**src/rtl/axi_arb_pkg.sv**
```systemverilog
// Shared types and constants for the AXI-lite master arbiter in front of the AXI->APB bridge.
package axi_arb_pkg;

   typedef enum logic [2:0] {
      IDLE     = 3'd0,
      GRANT_WR = 3'd1,
      WAIT_B   = 3'd2,
      GRANT_RD = 3'd3,
      WAIT_R   = 3'd4
   } arb_state_t;

   localparam logic [1:0] RESP_OKAY   = 2'b00;
   localparam logic [1:0] RESP_SLVERR = 2'b10;

   // Index reached by stepping 'off' places past 'base' around a ring of n entries.
   function automatic int rr_idx(input int base, input int off, input int n);
      return (base + off) % n;
   endfunction

endpackage

```
**src/rtl/rr_arbiter.sv**
```systemverilog
// Combinational round-robin pick: first requester at or after ptr, wrapping.
module rr_arbiter
   import axi_arb_pkg::*;
#(
   parameter int N  = 2,
   parameter int GW = $clog2(N)
) (
   input  logic [N-1:0]  req,
   input  logic [GW-1:0] ptr,
   output logic [N-1:0]  gnt_oh,
   output logic [GW-1:0] gnt_idx,
   output logic          gnt_any
);

   always_comb begin
      gnt_oh  = '0;
      gnt_idx = '0;
      gnt_any = 1'b0;
      for (int k = 0; k < N; k++) begin
         if (!gnt_any && req[rr_idx(int'(ptr), k, N)]) begin
            gnt_any = 1'b1;
            gnt_idx = GW'(rr_idx(int'(ptr), k, N));
            gnt_oh[rr_idx(int'(ptr), k, N)] = 1'b1;
         end
      end
   end

endmodule

```
**src/rtl/axi_lite_arbiter.sv**
```systemverilog
// Round-robin share of the bridge's AXI-lite slave port; one transaction in flight,
// grant held until the B or R handshake completes.
module axi_lite_arbiter
   import axi_arb_pkg::*;
#(
   parameter int NUM_M  = 2,
   parameter int ADDR_W = 32,
   parameter int DATA_W = 32,
   parameter int GW     = $clog2(NUM_M)
) (
   input  logic                      ACLK,
   input  logic                      ARESET,
   input  logic [NUM_M-1:0]          m_awvalid,
   input  logic [NUM_M*ADDR_W-1:0]   m_awaddr,
   output logic [NUM_M-1:0]          m_awready,
   input  logic [NUM_M-1:0]          m_wvalid,
   input  logic [NUM_M*DATA_W-1:0]   m_wdata,
   output logic [NUM_M-1:0]          m_wready,
   output logic [NUM_M-1:0]          m_bvalid,
   output logic [1:0]                m_bresp,
   input  logic [NUM_M-1:0]          m_bready,
   input  logic [NUM_M-1:0]          m_arvalid,
   input  logic [NUM_M*ADDR_W-1:0]   m_araddr,
   output logic [NUM_M-1:0]          m_arready,
   output logic [NUM_M-1:0]          m_rvalid,
   output logic [DATA_W-1:0]         m_rdata,
   output logic [1:0]                m_rresp,
   input  logic [NUM_M-1:0]          m_rready,
   output logic                      s_awvalid,
   output logic [ADDR_W-1:0]         s_awaddr,
   input  logic                      s_awready,
   output logic                      s_wvalid,
   output logic [DATA_W-1:0]         s_wdata,
   input  logic                      s_wready,
   input  logic                      s_bvalid,
   input  logic [1:0]                s_bresp,
   output logic                      s_bready,
   output logic                      s_arvalid,
   output logic [ADDR_W-1:0]         s_araddr,
   input  logic                      s_arready,
   input  logic                      s_rvalid,
   input  logic [DATA_W-1:0]         s_rdata,
   input  logic [1:0]                s_rresp,
   output logic                      s_rready,
   output logic [GW-1:0]             o_grant_id,
   output logic                      o_busy
);

   arb_state_t          state_q, state_d;
   logic [GW-1:0]       gnt_q, ptr_q, ptr_next;
   logic                aw_done, w_done;
   logic [NUM_M-1:0]    arb_oh;
   logic [GW-1:0]       arb_idx;
   logic                arb_any;
   logic                aw_fin, w_fin, resp_hs;
   logic [ADDR_W-1:0]   awaddr_a [NUM_M];
   logic [ADDR_W-1:0]   araddr_a [NUM_M];
   logic [DATA_W-1:0]   wdata_a  [NUM_M];

   for (genvar i = 0; i < NUM_M; i++) begin : g_unpack
      assign awaddr_a[i] = m_awaddr[i*ADDR_W +: ADDR_W];
      assign araddr_a[i] = m_araddr[i*ADDR_W +: ADDR_W];
      assign wdata_a[i]  = m_wdata[i*DATA_W +: DATA_W];
   end

   rr_arbiter #(.N(NUM_M), .GW(GW)) u_rr (
      .req     (m_awvalid | m_arvalid),
      .ptr     (ptr_q),
      .gnt_oh  (arb_oh),
      .gnt_idx (arb_idx),
      .gnt_any (arb_any)
   );

   // Address/data muxes are free-running; only the valids are gated by state.
   assign s_awaddr   = awaddr_a[gnt_q];
   assign s_araddr   = araddr_a[gnt_q];
   assign s_wdata    = wdata_a[gnt_q];
   assign m_bresp    = s_bresp;
   assign m_rdata    = s_rdata;
   assign m_rresp    = s_rresp;
   assign o_grant_id = gnt_q;
   assign o_busy     = (state_q != IDLE);

   // AW and W may complete in either order or together; the flags remember which already did.
   assign aw_fin   = aw_done | (s_awvalid & s_awready);
   assign w_fin    = w_done  | (s_wvalid  & s_wready);
   assign resp_hs  = ((state_q == WAIT_B) && s_bvalid && m_bready[gnt_q]) ||
                     ((state_q == WAIT_R) && s_rvalid && m_rready[gnt_q]);
   assign ptr_next = (gnt_q == GW'(NUM_M-1)) ? '0 : gnt_q + 1'b1;

   always_ff @(posedge ACLK or posedge ARESET) begin
      if (ARESET) begin
         state_q <= IDLE;
         gnt_q   <= '0;
         ptr_q   <= '0;
         aw_done <= 1'b0;
         w_done  <= 1'b0;
      end else begin
         state_q <= state_d;
         if (state_q == IDLE && arb_any) gnt_q <= arb_idx;
         if (resp_hs)                    ptr_q <= ptr_next;
         if (state_q == GRANT_WR && !(aw_fin && w_fin)) begin
            aw_done <= aw_fin;
            w_done  <= w_fin;
         end else begin
            aw_done <= 1'b0;
            w_done  <= 1'b0;
         end
      end
   end

   always_comb begin
      state_d = state_q;
      case (state_q)
         IDLE:     if (arb_any) state_d = (|(m_awvalid & arb_oh)) ? GRANT_WR : GRANT_RD;
         GRANT_WR: if (aw_fin && w_fin) state_d = WAIT_B;
         WAIT_B:   if (resp_hs) state_d = IDLE;
         GRANT_RD: if (s_arvalid && s_arready) state_d = WAIT_R;
         WAIT_R:   if (resp_hs) state_d = IDLE;
         default:  state_d = IDLE;
      endcase
   end

   always_comb begin
      m_awready = '0;
      m_wready  = '0;
      m_bvalid  = '0;
      m_arready = '0;
      m_rvalid  = '0;
      s_awvalid = 1'b0;
      s_wvalid  = 1'b0;
      s_arvalid = 1'b0;
      s_bready  = 1'b0;
      s_rready  = 1'b0;
      case (state_q)
         GRANT_WR: begin
            s_awvalid        = m_awvalid[gnt_q] & ~aw_done;
            s_wvalid         = m_wvalid[gnt_q]  & ~w_done;
            m_awready[gnt_q] = s_awready & ~aw_done;
            m_wready[gnt_q]  = s_wready  & ~w_done;
         end
         WAIT_B: begin
            m_bvalid[gnt_q] = s_bvalid;
            s_bready        = m_bready[gnt_q];
         end
         GRANT_RD: begin
            s_arvalid        = m_arvalid[gnt_q];
            m_arready[gnt_q] = s_arready;
         end
         WAIT_R: begin
            m_rvalid[gnt_q] = s_rvalid;
            s_rready        = m_rready[gnt_q];
         end
         default: ;
      endcase
   end

endmodule
```
**config.mk**
```make
export PLATFORM = sky130hd
export DESIGN_NAME = axi_lite_arbiter
export DESIGN_NICKNAME = d
export VERILOG_FILES = /design/src/rtl/axi_arb_pkg.sv /design/src/rtl/rr_arbiter.sv /design/src/rtl/axi_lite_arbiter.sv
export SDC_FILE = /design/constraint.sdc
export NUM_CORES = 1
export LEC_CHECK = 0
export CORE_AREA = 2 2 155 157
export DETAILED_ROUTE_END_ITERATION = 8
export DIE_AREA = 0 0 157 159
export PLACE_DENSITY_LB_ADDON = 0.25
export SLEW_MARGIN = 20
export SYNTH_ARGS = -nofsm -noshare
export SYNTH_HDL_FRONTEND = slang
export SYNTH_SLANG_ARGS = --single-unit
```
**constraint.sdc**
```tcl
create_clock -name ACLK -period 5.9 [get_ports ACLK]
set_clock_uncertainty 0.05 [all_clocks]
set_input_delay 1.77 -clock ACLK [delete_from_list [all_inputs] [get_ports ACLK]]
set_output_delay 1.77 -clock ACLK [all_outputs]
set_load 0.05 [all_outputs]
```
; Word level (Yosys, flattened, before mapping)
; Index checks and enable logic that the tools add are counted.
; Widths: inputs -> output; s select.
[op_classes]
multipliers = 0
bitwise = 20
mux = 55
n_div = 0
addsub = 2
reduce_logical = 20
magnitude_cmp = 7
eq_ne = 8
shift = 0
[ops]
columns = cell, count
row1 = $mux 32, 9
row2 = $mux 1, 30
row3 = $mux 2, 8
row4 = $and 2x2->2, 6
row5 = $logic_and 1x1->1, 12
row6 = $mux 3, 4
row7 = $pmux 3 s4, 1
row8 = $and 1x1->1, 6
row9 = $eq 3x2->1 const B, 2
row10 = $lt 1x2->1 const B, 2
row11 = $ne 2x1->1 const B, 2
row12 = $ne 2x2->1 const B, 2
row13 = $or 2x2->2, 2
row14 = $reduce_and 4->1, 1
row15 = $reduce_or 2->1, 2
row16 = $demux 1 s1, 3
row17 = $eq 3x1->1 const B, 1
row18 = $eq 3x3->1 const B, 1
row19 = $logic_not 3->1, 1
row20 = $lt 2x3->1 const B, 1
row21 = $reduce_bool 3->1, 1
row22 = $add 1x1->1 const B, 2
row23 = $ge 1x1->1 const B, 2
row24 = $ge 2x1->1 const B, 1
row25 = 7 further kinds, 10
[word_totals]
regBits = 7
input_bits = 245
mem_bits_ro = 0
n_memories = 0
output_inout_bits = 149
ram_bits = 0
latchBits = 0

; Depth between registers and ports, before layout
; Gate-level depths: netlist of run 1.
[depth]
word_depth = 13
depth_mapped = 7
mapped_depth_nobuf = 5

; Modules after synthesis
; Synthesis of run 1 repeated with hierarchy kept, for this count alone.
[unflattened]
cells_unflattened = 215
hier_area_um2 = 2009.4
[modules_own_cells]
columns = mod, seq_area_each_um2, n_inst, area_each_um2, cells_each
row1 = axi_lite_arbiter, 175.2, 1, 1976.9, 210
row2 = rr_arbiter, 0.0, 1, 32.5, 5

; Worst setup path after synthesis of run 1
; OpenSTA, ideal clock, no wires.
[synth_timing]
path_type = input-to-output
startpoint = input port m_arvalid[1]
endpoint = output port s_arvalid
arrival_time_ps = 2942
path_buffers = 0
path_slack_ps = 1138
path_stages = 2
required_time_ps = 4080
cell_sequence = mux2i_1 nor3_1
[synth_between]
elab_chain_len = 3
[synth_lines]
columns = element, line_no
row1 = start: declaration, axi_lite_arbiter.sv:22  ; input logic [NUM_M-1:0] m_arvalid,
row2 = $mux 1 (not written as such) (2 in series), axi_lite_arbiter.sv:147  ; s_arvalid = m_arvalid[gnt_q];
row3 = $mux 1, axi_lite_arbiter.sv:135  ; case (state_q)
row4 = end: declaration, axi_lite_arbiter.sv:38  ; output logic s_arvalid,
; No other way between the ends. The select of a mux whose other input is x is not followed.

; Worst setup path in the final report of run 1
; Same ends and word-level chain as after synthesis.

==> results of run 1 <==
[synth_stat cells (2+ instances only)]
master and count:
buf_2 8, buf_4 37, clkbuf_1 4, dfrtp_1 7, inv_1 4, mux2_2 96, mux2i_1 5, nand2_1 6
nand2b_1 2, nand3_1 2, nor2_1 20, nor2_2 2, nor3_1 3, o21ba_2 2, or3b_1 2
[registers in the layout, indices dropped and copies added (netlist names)]
name and count:
state_q 3, aw_done 1, o_grant_id 1, ptr_q 1, w_done 1
[worst min-delay path by stage]
stage,slack [ns],cells past startpoint,end,startpoint
after floorplan,0.49,2,ptr_q,ptr_q
after global placement,0.54,1,state_q[0],state_q[0]
after detailed placement,0.54,2,ptr_q,ptr_q
after CTS,0.55,2,ptr_q,ptr_q
after global routing,0.59,1,state_q[0],state_q[0]
final,0.55,2,ptr_q,ptr_q
[final cells by class]
| cell class | instances | area (um2) |
|---|---|---|
| multi-input combinational | 156 | 1460 |
| tap | 319 | 399 |
| timing repair buffer | 322 | 3230 |
| clock buffer | 4 | 78.8 |
| fill | 2491 | 17800 |
| sequential | 7 | 179 |
| inverter | 4 | 15.0 |
[routing by layer]
layer | track usage | up-vias
met2 | 0.178 | 180
li1 | - | 1295
met5 | 0 | -
met3 | 0.0128 | 27
met4 | 0.0250 | 0
met1 | 0.0911 | 1217
[power groups by stage]
stage	logic (mW)	registers, mW	clock network (mW)
2_1_floorplan	1.41	0.0935	0
3_3_place_gp	1.91	0.162	0
3_5_place_dp	1.91	0.165	0
4_1_cts	1.92	0.164	0.120
5_1_grt	1.97	0.172	0.123
6_report	1.90	0.162	0.117
[logic make-up (layout without fill, tap and decap cells)]
| logic type | after synthesis | in the layout | share of synthesized area |
|---|---|---|---|
| buf+inv | 54 | 330 | 0.180 |
| flops | 7 | 7 | 0.0879 |
| mux | 101 | 101 | 0.568 |
| compound gates | 13 | 13 | 0.0590 |
| simple gates | 42 | 42 | 0.105 |
[critical path: cells and delay by family]
kind | cells | cell delay, ns
buffers and inverters | 2 | 1.39
muxes | 1 | 0.17
and+or+nand+nor | 1 | 0.24
==> impl_metrics.json, run 1 <==
{
  "whs_ns": 0.548,
  "die_h_um": 159,
  "avgSynthCellArea_um2": 9.18,
  "max_stage_delay_ns": 0.86,
  "hp-class": "flop to flop",
  "final_core_util": 0.231,
  "synth.distinct_cells": 32,
  "path_class": "primary input to output pin",
  "cts-resized-gates": 0,
  "cts_max_level": 1,
  "ys.flop_type": "dfrtp_1",
  "seqPwrFrac": 0.074,
  "startpoint": "m_arvalid[1]",
  "fin_cells": 812,
  "cts_buffers": 3,
  "synthArstFlopShare": 1.00,
  "die_w_um": 157,
  "path_cells": "clkdlybuf4s50_1, mux2i_1, nor3_1, clkdlybuf4s50_1",
  "track_usage": 0.0880,
  "fmax_mhz": 185,
  "port_buffers": 321,
  "power.density_nw_per_um2": 405,
  "p_sw_frac": 0.569,
  "crit_top_cell": "clkdlybuf4s50_1",
  "r2r_slack_ns": 3.71,
  "synth_seq_area_share": 0.0879,
  "dr_wl_met2_um": 6560,
  "irDropWorstVdd_mv": 0.186,
  "syn_to_final_growth_pct": 169,
  "vias": 2719,
  "nets": 739,
  "period_minus_slack_ns": 5.39,
  "yosys_warnings": 0,
  "n_antenna_cell": 0,
  "synth_top_area_cell": "mux2_2",
  "grt_max_degree": 59,
  "drc_errors": 0,
  "cts_root_buf": "clkbuf_16",
  "p_leak_nw": 1.91,
  "fp.dieArea_um2": 25000,
  "setup_viol": 0,
  "routedWlPerCell_um": 15.0,
  "final_common_cell": "clkdlybuf4s50_1",
  "power_mw": 2.17,
  "hold_viol": 0,
  "core_area_um2": 23200,
  "cts_tree": "done",
  "worstSkewPairLatency_ns": 0.23,
  "r2r_end": "state_q[1]",
  "cts_sinks": 7,
  "drt_iter0_drc": 44,
  "ys_ff_latch": 7,
  "viasPerCell": 3.35,
  "synth_edf_count": 0,
  "clkPwrFrac": 0.054,
  "dpl_cell_area_um2": 5280,
  "post_synth_inst_count": 217,
  "place_hpwl_um": 10600,
  "final_area_um2": 5360,
  "ios": 394,
  "rows": 56,
  "power.switching_mw": 1.24,
  "ctsHoldBuffers": 0,
  "outcome": "finished clean",
  "final-max-slew-violation-count": 0,
  "grt_pass1_vias": 2993,
  "max_cap_violations": 0,
  "dr.pass1.iters": 4,
  "worstMarginPinSlew_ns": 0.781,
  "slew_headroom": 0.479,
  "r2r-start": "o_grant_id",
  "final_antenna_net_count": 0,
  "final_cell_mix": "321 x clkdlybuf4s50_1, 96 x mux2_2, 20 x nor2_1, 6 x nand2_1, 6 x dfrtp_1",
  "synthesis.area_um2": 1990,
  "cp.arrival_ns": 3.57,
  "netlist_top_cells_area": "mux2_2 54%, buf_4 14%, dfrtp_1 8.8%",
  "setup_ws_ns": 0.508,
  "rr_worst_depth": 4,
  "antenna_found_initial": 1,
  "endpoint": "s_arvalid",
  "internal-power_mw": 0.937,
  "wl_met3_um": 924,
  "grt-ovfl-total": 0,
  "combinationalPowerShare": 0.872,
  "initial_core_util": 0.0859,
  "critPathRequiredTime_ns": 4.08,
  "dp.cells": 808,
  "syn_nets": 462,
  "wl_met1_um": 4360,
  "tns_ns": 0,
  "wirelength_um": 12200,
  "place.gp.congestion": 0.817,
  "synth.top_cell.area_share": 0.543,
  "grt_pass1_wl_um": 17200,
  "period_share": 0.914,
  "cp-end-kind": "output pin",
  "cpMaxStageDelayCell": "clkdlybuf4s50_1",
  "post_cts_buffers": 0,
  "final_layout_size_suffix_gt1_frac": 0.225,
  "crit_path_start_kind": "primary input",
  "cts_buffer_depth": 2,
  "worst-path-max-fanout": 3,
  "pre_cts_ws_ns": 0.501,
  "path_clk_slew_ns": 0.04,
  "rsz0062_at_grt": "false",
  "topRoutingLayerUsed": "met4"
}
Note: power is estimated with default switching activity, not from simulation.
==> run 2: changes to the inputs <==
- CORE_AREA: 2 2 155 157 -> 2 2 154 156
- DIE_AREA: 0 0 157 159 -> 0 0 156 158
- clock period: 5.9 -> 5.6 ns (I/O delays scaled with it)
==> run 2 against run 1 <==
Total power rose by 5.2%. Via count fell by 0.48%. Wire length fell by 6.7%. Clock-buffer cell count did not move. Die area fell by 1.3%. First-iteration DRC count rose by 6.8%. Largest power group unchanged. Critical path type unchanged.
==> impl_metrics.json, run 2 (synthesis results as in run 1) <==
{
  "outcome": "finished clean",
  "syn_to_final_growth_pct": 168,
  "regArea_um2": 179,
  "cts_root_buf": "clkbuf_16",
  "power.density_nw_per_um2": 429,
  "p_leak_nw": 1.91,
  "drc_errors": 0,
  "post_cts_buffers": 0,
  "worstMarginPinSlew_ns": 0.549,
  "path_clk_slew_ns": 0.04,
  "cts_buffer_depth": 2,
  "grt_pass1_wl_um": 15500,
  "grt_pass1_vias": 2846,
  "multi_input_area_um2": 1460,
  "routedWlPerCell_um": 14.5,
  "cts-resized-gates": 0,
  "setup_viol": 0,
  "top_register": "state_q",
  "vias": 2706,
  "cts_tree": "done",
  "die_w_um": 156,
  "initial_core_util": 0.0864,
  "die_h_um": 158,
  "path_class": "primary input to output pin",
  "antenna_found_initial": 0,
  "final-max-slew-violation-count": 0,
  "period_minus_slack_ns": 5.07,
  "tns_ns": 0,
  "grt_max_degree": 53,
  "final_antenna_net_count": 0,
  "core_area_um2": 23100,
  "final_area_um2": 5330,
  "place_hpwl_um": 10000,
  "rsz0062_at_grt": "false",
  "cp-end-kind": "output pin",
  "final_cell_mix": "320 x clkdlybuf4s50_1, 96 x mux2_2, 20 x nor2_1, 6 x nand2_1, 6 x dfrtp_1",
  "hp-class": "flop to flop",
  "dr.pass1.iters": 4,
  "grt-ovfl-total": 0,
  "cts_buffers": 3,
  "worstSkewPairLatency_ns": 0.23,
  "whs_ns": 0.537,
  "cts_sinks": 7,
  "hold_path.startpoint": "ptr_q",
  "place.gp.congestion": 0.774,
  "critPathRequiredTime_ns": 3.87,
  "crit_path_start_kind": "primary input",
  "rows": 56,
  "hold_viol": 0,
  "ctsHoldBuffers": 0,
  "power_mw": 2.29,
  "drt_iter0_drc": 47,
  "cts_max_level": 1,
  "max_cap_violations": 0,
  "final_common_cell": "clkdlybuf4s50_1",
  "wirelength_um": 11300,
  "period_share": 0.906,
  "fp.dieArea_um2": 24600,
  "ios": 394,
  "irDropWorstVdd_mv": 0.239,
  "port_buffers": 321,
  "cp.arrival_ns": 3.34,
  "fmax_mhz": 197,
  "dpl_cell_area_um2": 5250,
  "n_fill_cell": 2448,
  "worst-path-max-fanout": 3,
  "slew_headroom": 0.633,
  "r2r-start": "o_grant_id",
  "track_usage": 0.0791,
  "largest_reg_flops": 3,
  "startpoint": "s_bvalid",
  "nets": 740,
  "final_layout_size_suffix_gt1_frac": 0.229,
  "viasPerCell": 3.45,
  "n_antenna_cell": 0
}
==> run 2: cell count changes in the layout (fill, tap and decap cells not counted), sizes merged <==
cell           delta
buf               +2
clkdlybuf4s50     -1
==> run 2: where the power goes <==
| group | internal, mW | switching [mW] | total (mW) | leakage (nW) |
|---|---|---|---|---|
| registers | 0.0715 | 0.0649 | 0.136 | 0.0874 |
| clock network | 0.0945 | 0.0249 | 0.119 | 0.0382 |
| logic | 0.824 | 1.21 | 2.03 | 1.79 |
| total | 0.990 | 1.30 | 2.29 | 1.91 |
==> run 2: routing by layer <==
metal	GRT usage	up-vias	part of all wire
li1	-	1288	-
met1	0.0848	1246	0.36
met2	0.161	164	0.56
met3	0.0164	8	0.082
met4	0.0118	0	0.0067
met5	0	-	0
==> run 2: cell type report <==
class	count	share of cell area
clock buffers	4	0.0148
inverters	4	0.00282
multi-input cells	156	0.273
flip-flops and latches	7	0.0336
well taps	290	0.0681
repair buffers	323	0.607
==> run 2: path summary, 6_finish.rpt <==
check / to / slack [ns] / cells past startpoint
setup / recovery: m_bvalid[1] / 0.53 / 5
hold / removal: ptr_q / 0.54 / 2
setup reg to reg: state_q[0] / 3.75 / 5
hold reg to reg: ptr_q / 0.54 / 2
max in group asynchronous: o_grant_id / 3.59 / 2
min in group asynchronous: state_q[0] / 1.65 / 2
==> run 2: worst max-delay path, stage by stage <==
cell             delay, ns
clkdlybuf4s50_1       0.45
inv_1                 0.04
or2_4                 0.26
nor2_1                0.10
clkdlybuf4s50_1       0.82
==> run 2: through the flow <==
stage | setup slack (ns) | util | instances
after floorplan | 1.02 | - | 217
after global placement | 0.519 | 0.228 | 780
after detailed placement | 0.544 | 0.228 | 780
after CTS | 0.531 | 0.231 | 784
after global routing | 0.446 | 0.231 | 784
final | 0.527 | 0.231 | 784
==> run 3: changes to the inputs <==
- PLACE_DENSITY: unset -> 0.5
- PLACE_DENSITY_LB_ADDON: 0.25 -> unset
==> run 3 against run 2 <==
Register-to-register slack got worse by 0.40 ns. Via count decreased by 1.8%. Sequential cell count unchanged. Final cell count decreased by 0.13%. Clock power about the same. Utilization about the same. Critical path depth unchanged. Total power decreased by 0.14%. Wire length decreased by 0.14%. Sequential power increased by 28%. Hold slack improved by 0.015 ns. First-iteration DRC count increased by 79%.
==> impl_metrics.json, run 3 (synthesis results as in run 1) <==
{
  "outcome": "finished clean",
  "path_clk_slew_ns": 0.03,
  "post_cts_buffers": 0,
  "path_class": "primary input to output pin",
  "cts_root_buf": "clkbuf_16",
  "hp-class": "flop to flop",
  "power.density_nw_per_um2": 429,
  "grt_pass1_vias": 2575,
  "n_fill_cell": 2517,
  "rows": 56,
  "cts_buffers": 3,
  "track_usage": 0.0779,
  "path_delay_family": "buffers and inverters",
  "final_cell_mix": "320 x clkdlybuf4s50_1, 96 x mux2_2, 20 x nor2_1, 6 x nand2_1, 6 x dfrtp_1",
  "die_w_um": 156,
  "power.switching_mw": 1.30,
  "core_area_um2": 23100,
  "irDropWorstVdd_mv": 0.174,
  "combinationalPowerShare": 0.871,
  "final_antenna_net_count": 0,
  "setup_viol": 0,
  "syn_to_final_growth_pct": 167,
  "final_area_um2": 5320,
  "vias": 2656,
  "period_minus_slack_ns": 5.07,
  "fp.dieArea_um2": 24600,
  "initial_core_util": 0.0864,
  "hold_viol": 0,
  "internal-power_mw": 0.986,
  "cts-resized-gates": 0,
  "ios": 394,
  "antenna_found_initial": 0,
  "die_h_um": 158,
  "drc_errors": 0,
  "nets": 739,
  "final-max-slew-violation-count": 0,
  "max_stage_delay_ns": 0.82,
  "p_leak_nw": 1.91,
  "cp_num_buf_inv": 3,
  "wirelength_um": 11300,
  "routedWlPerCell_um": 14.5,
  "dr.pass1.iters": 4,
  "largest_reg_flops": 3,
  "final_common_cell": "clkdlybuf4s50_1",
  "dpl_cell_area_um2": 5250,
  "crit_top_cell": "clkdlybuf4s50_1",
  "cts_tree": "done",
  "cts_buffer_depth": 2,
  "cts_sinks": 7,
  "grt-ovfl-total": 0,
  "top_register": "state_q",
  "n_antenna_cell": 0,
  "viasPerCell": 3.39,
  "place.gp.congestion": 0.668,
  "cp-end-kind": "output pin",
  "ctsHoldBuffers": 0,
  "tns_ns": 0,
  "seqPwrFrac": 0.076,
  "grt_max_degree": 56,
  "worstMarginPinSlew_ns": 0.801,
  "rsz0062_at_grt": "false",
  "p_sw_frac": 0.568,
  "cp.arrival_ns": 3.34,
  "max_cap_violations": 0,
  "drt_iter0_drc": 84,
  "period_share": 0.906,
  "port_buffers": 321,
  "worst-path-max-fanout": 3,
  "cts_max_level": 1,
  "slew_headroom": 0.466,
  "worstSkewPairLatency_ns": 0.23,
  "fmax_mhz": 197,
  "final_layout_size_suffix_gt1_frac": 0.227,
  "place_hpwl_um": 9820,
  "grt_pass1_wl_um": 14900,
  "critPathRequiredTime_ns": 3.87,
  "crit_path_start_kind": "primary input",
  "clkPwrFrac": 0.052,
  "path_cells": "clkdlybuf4s50_1, inv_1, or2_4, nor2_1, clkdlybuf4s50_1",
  "cpMaxStageDelayCell": "clkdlybuf4s50_1"
}
-- run 3: cell count changes in the layout (fill, tap and decap cells not counted) --
cell and change:
buf_4 -1
-- run 3: final cells by class --
cell class              count  area, um2  share of cell area
repair buffers            322       3230               0.607
multi-input cells         156       1460               0.274
well taps                 290        363              0.0682
flip-flops and latches      7        179              0.0336
clock buffers               4       78.8              0.0148
inverters                   4       15.0             0.00282
-- run 3: power by group through the flow --
stage	sequential, mW	clock (mW)	combinational, mW
2_1_floorplan	0.0985	0	1.48
3_3_place_gp	0.179	0	2.02
3_5_place_dp	0.178	0	2.01
4_1_cts	0.177	0.122	2.01
5_1_grt	0.189	0.126	2.08
6_report	0.174	0.119	1.99
-- run 3: final timing paths --
path / cells after the start / end / start / slack [ns]
worst max-delay path: 5 / m_bvalid[1] / s_bvalid / 0.53
worst min-delay path: 2 / ptr_q / ptr_q / 0.55
worst max register to register: 4 / state_q[0] / o_grant_id / 3.35
worst min register to register: 2 / ptr_q / ptr_q / 0.55
max in group asynchronous: 2 / o_grant_id / ARESET / 3.62
min in group asynchronous: 2 / w_done / ARESET / 1.64
-- run 3: stage by stage --
stage           util  cells  worst slack, ns  hold slack, ns  power [mW]
2_1_floorplan      -    217             1.02           0.491        1.58
3_3_place_gp   0.228    779            0.536           0.540        2.19
3_5_place_dp   0.228    779            0.530           0.549        2.19
4_1_cts        0.231    783            0.525           0.558        2.31
5_1_grt        0.231    783            0.456           0.582        2.39
6_report       0.231    783            0.529           0.553        2.28
-- run 3: routing by layer --
metal	GRT usage	routed length, um
met5	0	0
met4	0.0188	165
met3	0.0172	946
met2	0.150	6140
met1	0.0869	4080
-- run 3: worst reg2reg max path, delay by kind of cell, from the launching register on --
family	cells	cell delay (ns)
compound gates	3	0.85
flops	1	0.93
mux	1	0.32
